[src/rtl/laser_host_pkg.sv]
// Shared definitions for the LASER host driver/checker.
// Latency: n/a (types, constants and a pure helper function only).
// Backpressure: n/a.
// Contents: FSM state encoding, frame size, coverage radius, coordinate and
// index widths, point record, squared-distance helper.
package laser_host_pkg;

  localparam int N_OBJ     = 40;   // points per frame
  localparam int RADIUS_SQ = 16;   // inclusive squared coverage radius
  localparam int CW        = 4;    // coordinate width
  localparam int IW        = 6;    // point index width

  typedef logic [CW-1:0] coord_t;
  typedef logic [IW-1:0] idx_t;

  typedef struct packed {
    coord_t x;
    coord_t y;
  } point_t;

  typedef enum logic [2:0] {
    IDLE   = 3'd0,
    RSTE   = 3'd1,
    STREAM = 3'd2,
    WAIT   = 3'd3,
    CHECK  = 3'd4,
    REPORT = 3'd5
  } state_t;

  // Squared Euclidean distance between two points. Each absolute difference
  // is 4 bits, each square 8 bits, and the sum needs a 9th bit (15^2+15^2=450).
  function automatic logic [8:0] dist_sq(input coord_t ax, input coord_t ay,
                                         input coord_t bx, input coord_t by);
    coord_t     dx;
    coord_t     dy;
    logic [7:0] sx;
    logic [7:0] sy;
    dx = (ax >= bx) ? (ax - bx) : (bx - ax);
    dy = (ay >= by) ? (ay - by) : (by - ay);
    sx = {4'b0000, dx} * {4'b0000, dx};
    sy = {4'b0000, dy} * {4'b0000, dy};
    return {1'b0, sx} + {1'b0, sy};
  endfunction

endpackage

[src/rtl/laser_cover_chk.sv]
// Coverage test of one point against two circle centres.
// Latency: combinational, zero cycles.
// Backpressure: none; output follows inputs.
// Ports: px/py point, c1x/c1y and c2x/c2y centres, hit = inside C1 or C2
// (inclusive radius).
module laser_cover_chk
  import laser_host_pkg::*;
#(
  parameter int RADIUS = RADIUS_SQ
) (
  input  logic [CW-1:0] px,
  input  logic [CW-1:0] py,
  input  logic [CW-1:0] c1x,
  input  logic [CW-1:0] c1y,
  input  logic [CW-1:0] c2x,
  input  logic [CW-1:0] c2y,
  output logic          hit
);

  localparam logic [8:0] R9 = 9'(RADIUS);

  logic in_c1;
  logic in_c2;

  assign in_c1 = (dist_sq(px, py, c1x, c1y) <= R9);
  assign in_c2 = (dist_sq(px, py, c2x, c2y) <= R9);

  // A point inside both circles still produces a single hit.
  assign hit = in_c1 | in_c2;

endmodule

[src/rtl/laser_host.sv]
// Host driver/checker for the LASER engine: load points, reset engine, stream
// points, capture centres on DONE, then score coverage over the frame.
// Latency: START->RES_VALID = 2 + N_OBJ + engine time + 1 + N_OBJ + 1 cycles.
// Backpressure: none; WR_EN and START are ignored while BUSY.
// Ports: WR_* point loader, START/BUSY control, ENG_* engine stream and
// results, RES_* captured centres, covered count and timeout flag.
module laser_host
  import laser_host_pkg::*;
#(
  parameter int TIMEOUT_CYC = 1048575
) (
  input  logic          CLK,
  input  logic          RST,
  input  logic          WR_EN,
  input  logic [IW-1:0] WR_ADDR,
  input  logic [CW-1:0] WR_X,
  input  logic [CW-1:0] WR_Y,
  input  logic          START,
  output logic          BUSY,
  output logic          ENG_RST,
  output logic [CW-1:0] ENG_X,
  output logic [CW-1:0] ENG_Y,
  input  logic [CW-1:0] ENG_C1X,
  input  logic [CW-1:0] ENG_C1Y,
  input  logic [CW-1:0] ENG_C2X,
  input  logic [CW-1:0] ENG_C2Y,
  input  logic          ENG_DONE,
  output logic          RES_VALID,
  output logic [CW-1:0] RES_C1X,
  output logic [CW-1:0] RES_C1Y,
  output logic [CW-1:0] RES_C2X,
  output logic [CW-1:0] RES_C2Y,
  output logic [IW-1:0] RES_COUNT,
  output logic          RES_TIMEOUT
);

  localparam int TW = $clog2(TIMEOUT_CYC + 1);

  state_t          state;
  state_t          state_nxt;
  point_t          mem [N_OBJ];
  idx_t            idx;        // stream index in STREAM, check index in CHECK
  idx_t            rd_addr;
  point_t          rd_pt;
  logic [TW-1:0]   tcnt;
  idx_t            acc;
  logic            hit;
  logic            last_idx;
  logic            t_expired;
  logic            wr_ok;

  logic            eng_rst;
  point_t          eng_pt;
  coord_t          res_c1x;
  coord_t          res_c1y;
  coord_t          res_c2x;
  coord_t          res_c2y;
  idx_t            res_count;
  logic            res_timeout;

  assign last_idx  = (idx == IW'(N_OBJ - 1));
  assign t_expired = (tcnt == TW'(TIMEOUT_CYC - 1));
  assign wr_ok     = WR_EN && (state == IDLE) && (WR_ADDR < IW'(N_OBJ));

  // Point memory: no reset, frozen outside IDLE.
  always_ff @(posedge CLK) begin
    if (wr_ok) begin
      mem[WR_ADDR] <= {WR_X, WR_Y};
    end
  end

  // STREAM pre-fetches the next point so ENG_X/ENG_Y are registered and show
  // point[k] during the k-th STREAM cycle; CHECK reads the current index.
  always_comb begin
    rd_addr = idx;
    if (state == RSTE) begin
      rd_addr = '0;
    end else if (state == STREAM) begin
      rd_addr = idx + 1'b1;
    end
  end

  assign rd_pt = (rd_addr < IW'(N_OBJ)) ? mem[rd_addr] : '0;

  laser_cover_chk #(
    .RADIUS(RADIUS_SQ)
  ) u_chk (
    .px  (rd_pt.x),
    .py  (rd_pt.y),
    .c1x (res_c1x),
    .c1y (res_c1y),
    .c2x (res_c2x),
    .c2y (res_c2y),
    .hit (hit)
  );

  // Next-state logic. DONE outside WAIT is ignored; DONE wins over expiry.
  always_comb begin
    state_nxt = state;
    case (state)
      IDLE:    if (START) state_nxt = RSTE;
      RSTE:    state_nxt = STREAM;
      STREAM:  if (last_idx) state_nxt = WAIT;
      WAIT: begin
        if (ENG_DONE) begin
          state_nxt = CHECK;
        end else if (t_expired) begin
          state_nxt = REPORT;
        end
      end
      CHECK:   if (last_idx) state_nxt = REPORT;
      REPORT:  state_nxt = IDLE;
      default: state_nxt = IDLE;
    endcase
  end

  always_ff @(posedge CLK or posedge RST) begin
    if (RST) begin
      state       <= IDLE;
      eng_rst     <= 1'b1;
      eng_pt      <= '0;
      idx         <= '0;
      tcnt        <= '0;
      acc         <= '0;
      res_c1x     <= '0;
      res_c1y     <= '0;
      res_c2x     <= '0;
      res_c2y     <= '0;
      res_count   <= '0;
      res_timeout <= 1'b0;
    end else begin
      state   <= state_nxt;
      // Engine held in reset in IDLE and RSTE only.
      eng_rst <= (state_nxt == IDLE) || (state_nxt == RSTE);
      case (state)
        RSTE: begin
          idx    <= '0;
          eng_pt <= rd_pt;
        end
        STREAM: begin
          if (!last_idx) begin
            idx    <= idx + 1'b1;
            eng_pt <= rd_pt;
          end else begin
            tcnt <= '0;   // ENG_X/ENG_Y keep the last point
          end
        end
        WAIT: begin
          if (ENG_DONE) begin
            res_c1x     <= ENG_C1X;
            res_c1y     <= ENG_C1Y;
            res_c2x     <= ENG_C2X;
            res_c2y     <= ENG_C2Y;
            res_timeout <= 1'b0;
            idx         <= '0;
            acc         <= '0;
          end else if (t_expired) begin
            res_c1x     <= '0;
            res_c1y     <= '0;
            res_c2x     <= '0;
            res_c2y     <= '0;
            res_count   <= '0;
            res_timeout <= 1'b1;
          end else begin
            tcnt <= tcnt + 1'b1;
          end
        end
        CHECK: begin
          acc <= acc + {{(IW-1){1'b0}}, hit};
          idx <= idx + 1'b1;
          if (last_idx) begin
            res_count <= acc + {{(IW-1){1'b0}}, hit};
          end
        end
        default: ;
      endcase
    end
  end

  assign BUSY        = (state != IDLE);
  assign RES_VALID   = (state == REPORT);
  assign ENG_RST     = eng_rst;
  assign ENG_X       = eng_pt.x;
  assign ENG_Y       = eng_pt.y;
  assign RES_C1X     = res_c1x;
  assign RES_C1Y     = res_c1y;
  assign RES_C2X     = res_c2x;
  assign RES_C2Y     = res_c2y;
  assign RES_COUNT   = res_count;
  assign RES_TIMEOUT = res_timeout;

endmodule
[config.mk]
export PLATFORM = sky130hd
export DESIGN_NAME = laser_host
export DESIGN_NICKNAME = d
export VERILOG_FILES = /design/src/rtl/laser_host_pkg.sv /design/src/rtl/laser_cover_chk.sv /design/src/rtl/laser_host.sv
export SDC_FILE = /design/constraint.sdc
export NUM_CORES = 1
export LEC_CHECK = 0
export ABC_AREA = 1
export ABC_CLOCK_PERIOD_IN_PS = 9200
export BUFFER_PORTS_ARGS = -buffer_cell sky130_fd_sc_hd__clkbuf_2
export CAP_MARGIN = 5
export CORE_MARGIN = 10
export CORE_UTILIZATION = 40
export DETAILED_ROUTE_END_ITERATION = 10
export GPL_ROUTABILITY_DRIVEN = 0
export GPL_TIMING_DRIVEN = 0
export PLACE_DENSITY = 0.66
export REMOVE_ABC_BUFFERS = 1
export SLEW_MARGIN = 20
export SYNTH_ARGS = -nofsm -noshare
export SYNTH_HDL_FRONTEND = slang
export SYNTH_SLANG_ARGS = --single-unit
[constraint.sdc]
create_clock -name CLK -period 9.2 [get_ports CLK]
set_input_delay 0.46 -clock CLK [delete_from_list [all_inputs] [get_ports CLK]]
set_output_delay 0.46 -clock CLK [all_outputs]
set_load 0.02 [all_outputs]
## After elaboration in Yosys (flattened, before gate mapping)

Memory sizes are Yosys's and may differ from the RTL's.
Cells that the tools add are included.

| operators by class | value |
|---|---|
| $add $sub $neg | 13 |
| multipliers | 4 |
| $lt $le $gt $ge | 8 |
| eq/ne operators | 15 |
| mux-type cells | 36 |
| bitwise operators | 1 |
| reduce and logical (&&, ||, !) cells | 17 |

Operators with widths:

| operator | number |
|---|---|
| two-way mux 20 bit | 3 |
| two-way mux 6 bit | 7 |
| one-hot mux 20 bit (2 select lines) | 1 |
| two-way mux 4 bit | 9 |
| multiplier 4 x 4 -> 8 bit | 4 |
| subtractor 4 bit | 8 |
| one-hot mux 6 bit (2 select lines) | 2 |
| one-hot mux 6 bit (4 select lines) | 1 |
| adder 20 x 1 -> 20 bit, second input constant | 1 |
| equality test 20 bit, second input constant | 1 |
| adder 8 x 8 -> 9 bit | 2 |
| less-or-equal comparator 9 x 5 -> 1 bit, second input constant | 2 |
| >= comparator 4 bit | 4 |
| two-way mux 8 bit | 2 |
| one-hot mux 8 bit (2 select lines) | 1 |
| two-way mux 3 bit | 5 |
| one-hot mux 3 bit (5 select lines) | 1 |
| inequality test 2 bit, second input constant | 7 |
| less-than comparator 6 bit, second input constant | 2 |
| AND reduction 4 bit | 2 |
| nonzero test 2 bit | 4 |
| adder 6 x 1 -> 6 bit | 1 |
| adder 6 x 1 -> 6 bit, second input constant | 1 |
| equality test 3 x 1 -> 1 bit, second input constant | 2 |
| other kinds (12) | 21 |

| storage, ports and cells | value |
|---|---|
| bits in registers | 67 |
| bits in writable memories | 320 |
| bits of input ports | 35 |
| output and inout port bits | 34 |
| logic and storage cells | 108 |
| memories kept | 1 |

Memory list:

| memory | depth | width | rd ports | clocked after memory_dff | wr ports | RTL line | text |
|---|---|---|---|---|---|---|---|
| mem | 40 | 8 | 1 | 0 | 1 | laser_host.sv:41 | `point_t mem [N_OBJ];` |

## Longest topological paths before layout

Gate-level depths: netlist of run 1.

| depth | value |
|---|---|
| depth after elaboration | 14 |
| depth in mapped cells | 47 |
| mapped depth without buffers | 44 |

## By module

A second synthesis of run 1 with hierarchy kept.

| unflattened totals | value |
|---|---|
| cell total of the unflattened synthesis | 1920 |
| area total of the unflattened synthesis | 19357.3 um^2 |

By module, submodules not included:

| module | instances | cells each | area an instance (um^2) | sequential area each (um^2) |
|---|---|---|---|---|
| laser_host | 1 | 1519 | 16535.9 | 11287.1 |
| laser_cover_chk | 1 | 401 | 2821.5 | 0.0 |

## Least setup slack after synthesis of run 1

OpenSTA, ideal clock, no wires.

| timing path | value |
|---|---|
| path kind | flip-flop to flip-flop |
| from | register idx[0] |
| to | register res_count[2] (netlist: RES_COUNT[2]) |
| setup time | 0.083 ns |
| arrival time | 7.176 ns |
| required time | 9.117 ns |
| setup slack | 1.941 ns |
| cell stages (with the launch flop) | 39 |
| path buffers | 1 |
| period minus slack after synthesis | 7.259 ns |
| path through | dfrtp_1 > ha_1 > nand2_1 > nor2_1 > xor2_1 > nand2_1 > o21ai_1 > clkbuf_1 > inv_1 > nand3_1 > nand3_1 > nand2_1 > inv_1 > fa_1 > nand3_1 > nand3_1 > nand3_1 > o21ai_0 > [... 3 more ...] > fa_1 > fa_1 > inv_1 > fa_1 > ha_1 > inv_1 > fa_1 > a31oi_1 > nor3_1 > o2111ai_1 > nand2_1 > ha_1 > ha_1 > nand2_1 > inv_1 > nor3_1 > inv_1 > o21ai_0 |

RTL lines:

| item | RTL line | text |
|---|---|---|
| from (decl) | laser_host.sv:42 | `idx_t idx;` |
| from (signal assigned) | laser_host.sv:142 | `idx <= idx + 1'b1;` |
| from (signal assigned) | laser_host.sv:170 | `idx <= idx + 1'b1;` |
| to (signal assigned) | laser_host.sv:172 | `res_count <= acc + {{(IW-1){1'b0}}, hit};` |
| to (decl) | laser_host.sv:58 | `idx_t res_count;` |

## Worst setup path in the final report of run 1

| timing path | value |
|---|---|
| from | register idx[0] |
| to | register res_count[4] (netlist: RES_COUNT[4]) |

| between the ends | value |
|---|---|
| word-level cells in the longest chain between the ends | 14 |
| elaborated cells on any way between the ends | 37 |
| classes of those cells | add/sub: 12; mul: 4; order compare: 7; eq/ne: 2; mux: 9; bitwise: 1; reduce/logical: 1; memory: 1 |

Ends and longest elaborated chain:

| item | RTL line | text |
|---|---|---|
| adder 6 x 1 -> 6 bit | laser_host.sv:79 | `rd_addr = idx + 1'b1;` |
| two-way mux 6 bit | laser_host.sv:78 | `end else if (state == STREAM) begin` |
| two-way mux 6 bit | laser_host.sv:76 | `if (state == RSTE) begin` |
| memory read (40 x 8 bit) / less-than comparator 6 bit (equally long branches) | -- |  |
| two-way mux 8 bit | laser_host.sv:83 | `assign rd_pt = (rd_addr < IW'(N_OBJ)) ? mem[rd_addr] : '0;` |
| subtractor 4 bit (tied with other cells) | laser_host_pkg.sv:38 | `dx = (ax >= bx) ? (ax - bx) : (bx - ax);` |
| two-way mux 4 bit, on equally long branches | laser_host_pkg.sv:38, laser_host_pkg.sv:39 |  |
| multiplier 4 x 4 -> 8 bit, on equally long branches | laser_host_pkg.sv:40, laser_host_pkg.sv:41 |  |
| adder 8 x 8 -> 9 bit | laser_host_pkg.sv:42 | `return {1'b0, sx} + {1'b0, sy};` |
| less-or-equal comparator 9 x 5 -> 1 bit, on equally long branches | laser_cover_chk.sv:25, laser_cover_chk.sv:26 |  |
| bitwise OR 1 bit | laser_cover_chk.sv:29 | `assign hit = in_c1 \| in_c2;` |
| adder 6 x 1 -> 6 bit | laser_host.sv:172 |  |
| two-way mux 6 bit | laser_host.sv:171 | `if (last_idx) begin` |
| one-hot mux 6 bit (2 select lines) | laser_host.sv:135 | `case (state)` |

Parallel ways exist; a longest one is shown, timed or not. The select of a mux whose other input is x is not followed.
A chain may end at the register's enable or synchronous reset.

==> results of run 1 <==
==> synthesized netlist by cell type, types with 4 or more instances <==
| library cell | count |
|---|---|
| a211oi_1 | 5 |
| a21oi_1 | 25 |
| buf_1 | 4 |
| buf_2 | 26 |
| buf_4 | 6 |
| buf_6 | 11 |
| clkbuf_1 | 21 |
| dfrtp_1 | 66 |
| edfxtp_1 | 320 |
| fa_1 | 30 |
| ha_1 | 67 |
| inv_1 | 156 |
| inv_2 | 14 |
| nand2_1 | 434 |
| nand3_1 | 316 |
| nand4_1 | 18 |
| nor2_1 | 109 |
| nor3_1 | 17 |
| o21a_1 | 4 |
| o21ai_0 | 55 |
| o21ai_1 | 32 |
| o21bai_1 | 6 |
| o22ai_1 | 4 |
| o31ai_1 | 8 |
| xnor2_1 | 6 |
| xor2_1 | 13 |
==> state kept, by name, summed over array words and instances (netlist names), 6 cells and up <==
register   count
RES_COUNT      6
acc            6
idx            6
mem          320
tcnt          20
==> final cells by class <==
type,count,area [um^2]
inverters,171,659.4
well taps,607,759.5
repair buffers,92,765.7
clock buffers,58,1111
clock inverters,15,143.9
multi-input cells,1184,6634
flip-flops and latches,387,11290
fillers,4207,25190
==> cell families (layout without fill, tap and decap cells) <==
group	after synthesis	count (layout)	share of synthesized area [%]
buffers and inverters	239	336	5.503
AND/OR/NAND/NOR	907	911	20.94
adder cells (fa/ha/maj)	97	97	7.653
flip-flops	387	387	60.03
XOR/XNOR	19	19	0.8851
multiplexers	2	2	0.1198
AO/OA/AOI/OAI	155	155	4.871
==> cells in the final DEF (no fill, tap or decap), types with 6 or more instances in the layout <==
cell | synthesis | routed
dfrtp_1 | 66 | 65
fa_1 | 30 | 30
edfxtp_1 | 320 | 320
clkinv_1 | 1 | 7
nand2_1 | 434 | 428
inv_1 | 156 | 155
inv_2 | 14 | 12
nand3_1 | 316 | 313
o21ai_1 | 32 | 31
nor3_1 | 17 | 17
buf_16 | 0 | 8
clkbuf_2 | 0 | 68
ha_1 | 67 | 67
xnor2_1 | 6 | 6
o21ai_0 | 55 | 55
buf_4 | 6 | 10
nor2_1 | 109 | 109
xor2_1 | 13 | 12
o31ai_1 | 8 | 8
clkbuf_1 | 21 | 16
clkbuf_16 | 0 | 46
a21oi_1 | 25 | 24
nand4_1 | 18 | 18
o21bai_1 | 6 | 6
==> through the flow <==
stage	std cells	util [%]	setup slack (ns)	hold slack, ns
final	2514	45.88	0.5275	0.1181
after global routing	2514	45.88	-0.01246	0.1099
after CTS	2496	45.16	0.03379	0.1001
after detailed placement	2421	42.40	-0.07306	0.4177
after global placement	2413	41.90	-2.141	0.4656
after floorplan	1738	-	0.4465	0.4550
==> repair_timing <==
item | CTS | global route
pin swaps | 1 | 5
buffers inserted | 0 | 11
gates resized for setup | 3 | 23
hold buffers | 1 | 0
endpoints found under the hold margin | 17 | 0
cloned | 1 | 7
setup endpoints to repair | 4 | 12
==> critical path, delay by kind of cell, from the launching register on <==
kind / cells / cell delay (ns)
flops: 1 / 0.47
compound gates: 4 / 0.69
simple gates: 16 / 2.46
xor+xnor: 2 / 0.32
fa+ha+maj: 11 / 3.86
buf+inv: 6 / 0.72
==> final timing paths <==
kind	startpoint	to
worst max-delay path	idx[0]	RES_COUNT[4]
worst min-delay path	ENG_C2X[3]	RES_C2X[3]
worst max register to register	idx[0]	RES_COUNT[4]
worst min register to register	ENG_X[0]	ENG_X[0]
max in group asynchronous	RST	ENG_RST
min in group asynchronous	RST	tcnt[4]
==> metal layers <==
metal	track usage, %	vias up
met3	2.605	73
li1	-	6360
met2	26.05	521
met5	0	-
met4	4.227	0
met1	21.52	6566
==> flow_summary.json, run 1 <==
{
  "status": "finished clean",
  "min_period_ns": 8.673,
  "fin_tns_setup_ns": 0,
  "finish.instance_area_um2": 21360,
  "hold_viol_final": 0,
  "worstHoldPathCells": 3,
  "row_count": 79,
  "worst_pin_slew_ns": 1.026,
  "avgSynthCellArea_um2": 10.41,
  "tritoncts": "yes",
  "cts.sinks": 387,
  "final_nets": 2010,
  "skew_ns": 0.02464,
  "port_buffers": 68,
  "clk_path_buf_depth": 3,
  "wl_met3_um": 3928,
  "hold_path_class": "primary input to register",
  "clkLatencyLatePin_ns": 0.56,
  "start_util_pct": 40.39,
  "fin_crit_sh_pct": 94.27,
  "core_area_um2": 46560,
  "first_pass_iters": 7,
  "wl_met1_um": 20410,
  "setup_viol": 0,
  "cp.required_ns": 9.65,
  "r2r_cells": 39,
  "finalMaxSlewViolations": 0,
  "slowest_stage": "fa_1",
  "grt_max_degree": 76,
  "track_usage_pct": 15.92,
  "diodes": 0,
  "async_flop_share_pct": 17.31,
  "ant_nets": 0,
  "clock.fmax_ghz": 0.1153,
  "relSlewSlack_pct": 31.37,
  "route.met2.wl_um": 23120,
  "place_area_um2": 19740,
  "numCtsBuffers": 42,
  "worst_ep_arrival_time_ns": 9.13,
  "pin_count": 69,
  "wl_um": 48520,
  "cts-root-buf": "clkbuf_16",
  "ys_seq_area_share_pct": 60.03,
  "netlist_area_um2": 18800,
  "reg2reg_slack_ns": 0.53,
  "ys_ff_latch": 387,
  "ys.flop_type": "edfxtp_1",
  "cts.htree.levels": 2,
  "clk_transition_reported_paths_ns": 0.06,
  "yosysWarnings": 0,
  "synth_cell_types": 50,
  "syn_inst": 1806,
  "timing_worst_setup_path_type": "register to register",
  "drc_errors": 0,
  "wl_per_cell_um": 19.30,
  "grt_pass1_vias": 12880,
  "die_y_um": 236.8,
  "end_kind": "register",
  "routed.top_layer": "met4",
  "grt_antenna_before_repair": 0,
  "maxCapViolCount": 0,
  "path_max_fanout": 40,
  "num_vias": 13520,
  "cp_common_cell": "nand3_1",
  "worstSetupStartpointType": "register",
  "synth_edf_count": 320,
  "synth_top_area_share_pct": 51.11,
  "syn2layout_area_growth_pct": 13.62,
  "drtIter0Drc": 1195,
  "die_x_um": 236.8,
  "hpwlAfterDp_um": 29320,
  "grt_overflow": 0,
  "vias_per_cell": 5.378,
  "die-area_um2": 56080,
  "grt_pass1_wl_um": 71950,
  "layout-drive-gt1-share_pct": 10.07,
  "synth_area_leaders": "edfxtp_1, dfrtp_1, nand2_1",
  "synth_top_area_cell": "edfxtp_1",
  "crit_path_max_incr_delay_ns": 0.55
}
Power of run 1 is left out: the tool's default activity adds up to more than one toggle a clock period on the data nets, which glitch-free logic cannot reach.
==> inputs of run 2 (changes only) <==
--- a/config.mk
+++ b/config.mk
@@ -15,8 +15,10 @@
 export GPL_ROUTABILITY_DRIVEN = 0
 export GPL_TIMING_DRIVEN = 0
 export PLACE_DENSITY = 0.66
+export RECOVER_POWER = 50
 export REMOVE_ABC_BUFFERS = 1
 export SLEW_MARGIN = 20
 export SYNTH_ARGS = -nofsm -noshare
 export SYNTH_HDL_FRONTEND = slang
 export SYNTH_SLANG_ARGS = --single-unit
+export TNS_END_PERCENT = 5
==> run 2 against run 1 <==
The run now ends with capacitance limit, slew limit left. Cell count stayed put. Wire length shrank 0.20%. Clock skew about the same. Clock-buffer cell count unchanged. Die area unchanged. Non-clock buffer count is the same. First-iteration DRC count did not move. Global-route usage stayed put. Register-to-register slack about the same. Fmax about the same. Utilization is 0.12 points lower.
==> flow_summary.json, run 2 (synthesis gave the netlist of run 1 again) <==
{
  "status": "complete, but fails checks",
  "violations": "capacitance limit, slew limit",
  "grt_pass1_wl_um": 71950,
  "vias_per_cell": 5.402,
  "seqCellArea_um2": 11290,
  "drc_errors": 0,
  "grt_antenna_before_repair": 0,
  "wl_um": 48420,
  "tritoncts": "yes",
  "cp_common_cell": "nand3_1",
  "die_y_um": 236.8,
  "core_area_um2": 46560,
  "track_usage_pct": 15.92,
  "grt_pass1_vias": 12880,
  "r2r_cells": 39,
  "final_nets": 2010,
  "die-area_um2": 56080,
  "grt_max_degree": 76,
  "die_x_um": 236.8,
  "finalMaxSlewViolations": 379,
  "hold_viol_final": 0,
  "clk_path_buf_depth": 3,
  "cts-root-buf": "clkbuf_16",
  "fillers": 4214,
  "min_to": "RES_C2X[3]",
  "cts.htree.levels": 2,
  "worst_ep_arrival_time_ns": 9.13,
  "pin_count": 69,
  "start_util_pct": 40.39,
  "ant_nets": 0,
  "multi_input_area_um2": 6634,
  "skew_ns": 0.02437,
  "clock.fmax_ghz": 0.1153,
  "crit_path_max_incr_delay_ns": 0.55,
  "grt_overflow": 0,
  "largestRegisters": "mem x320, tcnt x20",
  "setup_viol": 0,
  "worst_pin_slew_ns": 2.867,
  "min_from": "ENG_C2X[3]",
  "row_count": 79,
  "pre_cts_slack_ns": -0.07306,
  "first_pass_iters": 5,
  "num_vias": 13580,
  "rr_endpoint": "RES_COUNT[4]",
  "worstSetupStartpointType": "register",
  "fin_crit_sh_pct": 94.29,
  "end_kind": "register",
  "regMostFlops": "mem",
  "final_cell_mix": "nand2_1, edfxtp_1, nand3_1",
  "layout-drive-gt1-share_pct": 8.757,
  "syn2layout_area_growth_pct": 13.32,
  "r2r-start": "idx[0]",
  "wl_per_cell_um": 19.26,
  "path_max_fanout": 40,
  "hold_path_class": "primary input to register",
  "hpwlAfterDp_um": 29320,
  "min_period_ns": 8.674,
  "clk_transition_reported_paths_ns": 0.06,
  "worstHoldPathCells": 3,
  "maxCapViolCount": 9,
  "slowest_stage": "fa_1",
  "diodes": 0,
  "fin_ws_ns": 0.5255,
  "cts.sinks": 387,
  "numCtsBuffers": 42,
  "timing_worst_setup_path_type": "register to register",
  "final_common_cell": "nand2_1",
  "clkLatencyLatePin_ns": 0.57,
  "largest_reg_flops": 320,
  "relSlewSlack_pct": -91.15,
  "reg2reg_slack_ns": 0.53,
  "port_buffers": 68,
  "drtIter0Drc": 1195,
  "cp.required_ns": 9.66
}
==> run 2: cell types whose count changed in the layout (fill, tap and decap cells not counted), sizes merged <==
cell	change
clkinvlp	+1
inv	-1
buf	-1
clkbuf	+1
==> run 2: repair_timing <==
item                                   4_1_cts  5_1_grt
gates resized for setup                      3       23
cloned                                       1        7
hold buffers                                 1        0
buffers inserted                             0       11
setup endpoints to repair                    4       12
endpoints found under the hold margin       17        0
pin swaps                                    1        5
==> run 2: how the worst max path moves through the flow <==
| stage | from | to | slack [ns] | cells after the start |
|---|---|---|---|---|
| 2_1_floorplan | state[0] | RES_COUNT[2] | 0.45 | 38 |
| 3_3_place_gp | idx[0] | RES_COUNT[4] | -2.14 | 37 |
| 3_5_place_dp | state[1] | RES_COUNT[4] | -0.07 | 36 |
| 4_1_cts | state[0] | RES_COUNT[4] | 0.03 | 41 |
| 5_1_grt | idx[0] | RES_COUNT[2] | -0.01 | 40 |
| 6_report | idx[0] | RES_COUNT[4] | 0.53 | 39 |
==> run 2: per-layer routing <==
layer / vias up / routed length, um / track usage, %
met4: 0 / 1043 / 4.227
li1: 6361 / - / -
met5: - / 0 / 0
met3: 73 / 3916 / 2.605
met2: 530 / 23030 / 26.05
met1: 6617 / 20430 / 21.52
==> run 2: stage by stage <==
step                      cell area [um^2]  setup TNS, ns  instances  hold WS (ns)  utilization [%]
after floorplan                      18410              0       1738        0.4550                -
after global placement               19510         -23.68       2413        0.4656            41.90
after detailed placement             19740        -0.1513       2421        0.4177            42.40
after CTS                            21020              0       2496        0.1001            45.16
after global routing                 21310       -0.01822       2514        0.1099            45.77
final                                21310              0       2514        0.1158            45.77
==> run 2: layout make-up <==
cell class	instances	area share (%)
multi-input combinational	1184	31.14
tap	607	3.565
clock inverter	15	0.6753
sequential	387	52.98
timing repair buffer	92	3.341
clock buffer	58	5.215
inverter	171	3.089
==> run 2: worst max-delay path, delay by kind of cell (launching register included) <==
kind	cells	cell delay (ns)
adder cells (fa/ha/maj)	11	3.87
XOR/XNOR	2	0.32
AND/OR/NAND/NOR	16	2.45
AO/OA/AOI/OAI	4	0.68
flip-flops	1	0.48
buffers and inverters	6	0.72
Power of run 2 is left out for the same reason.
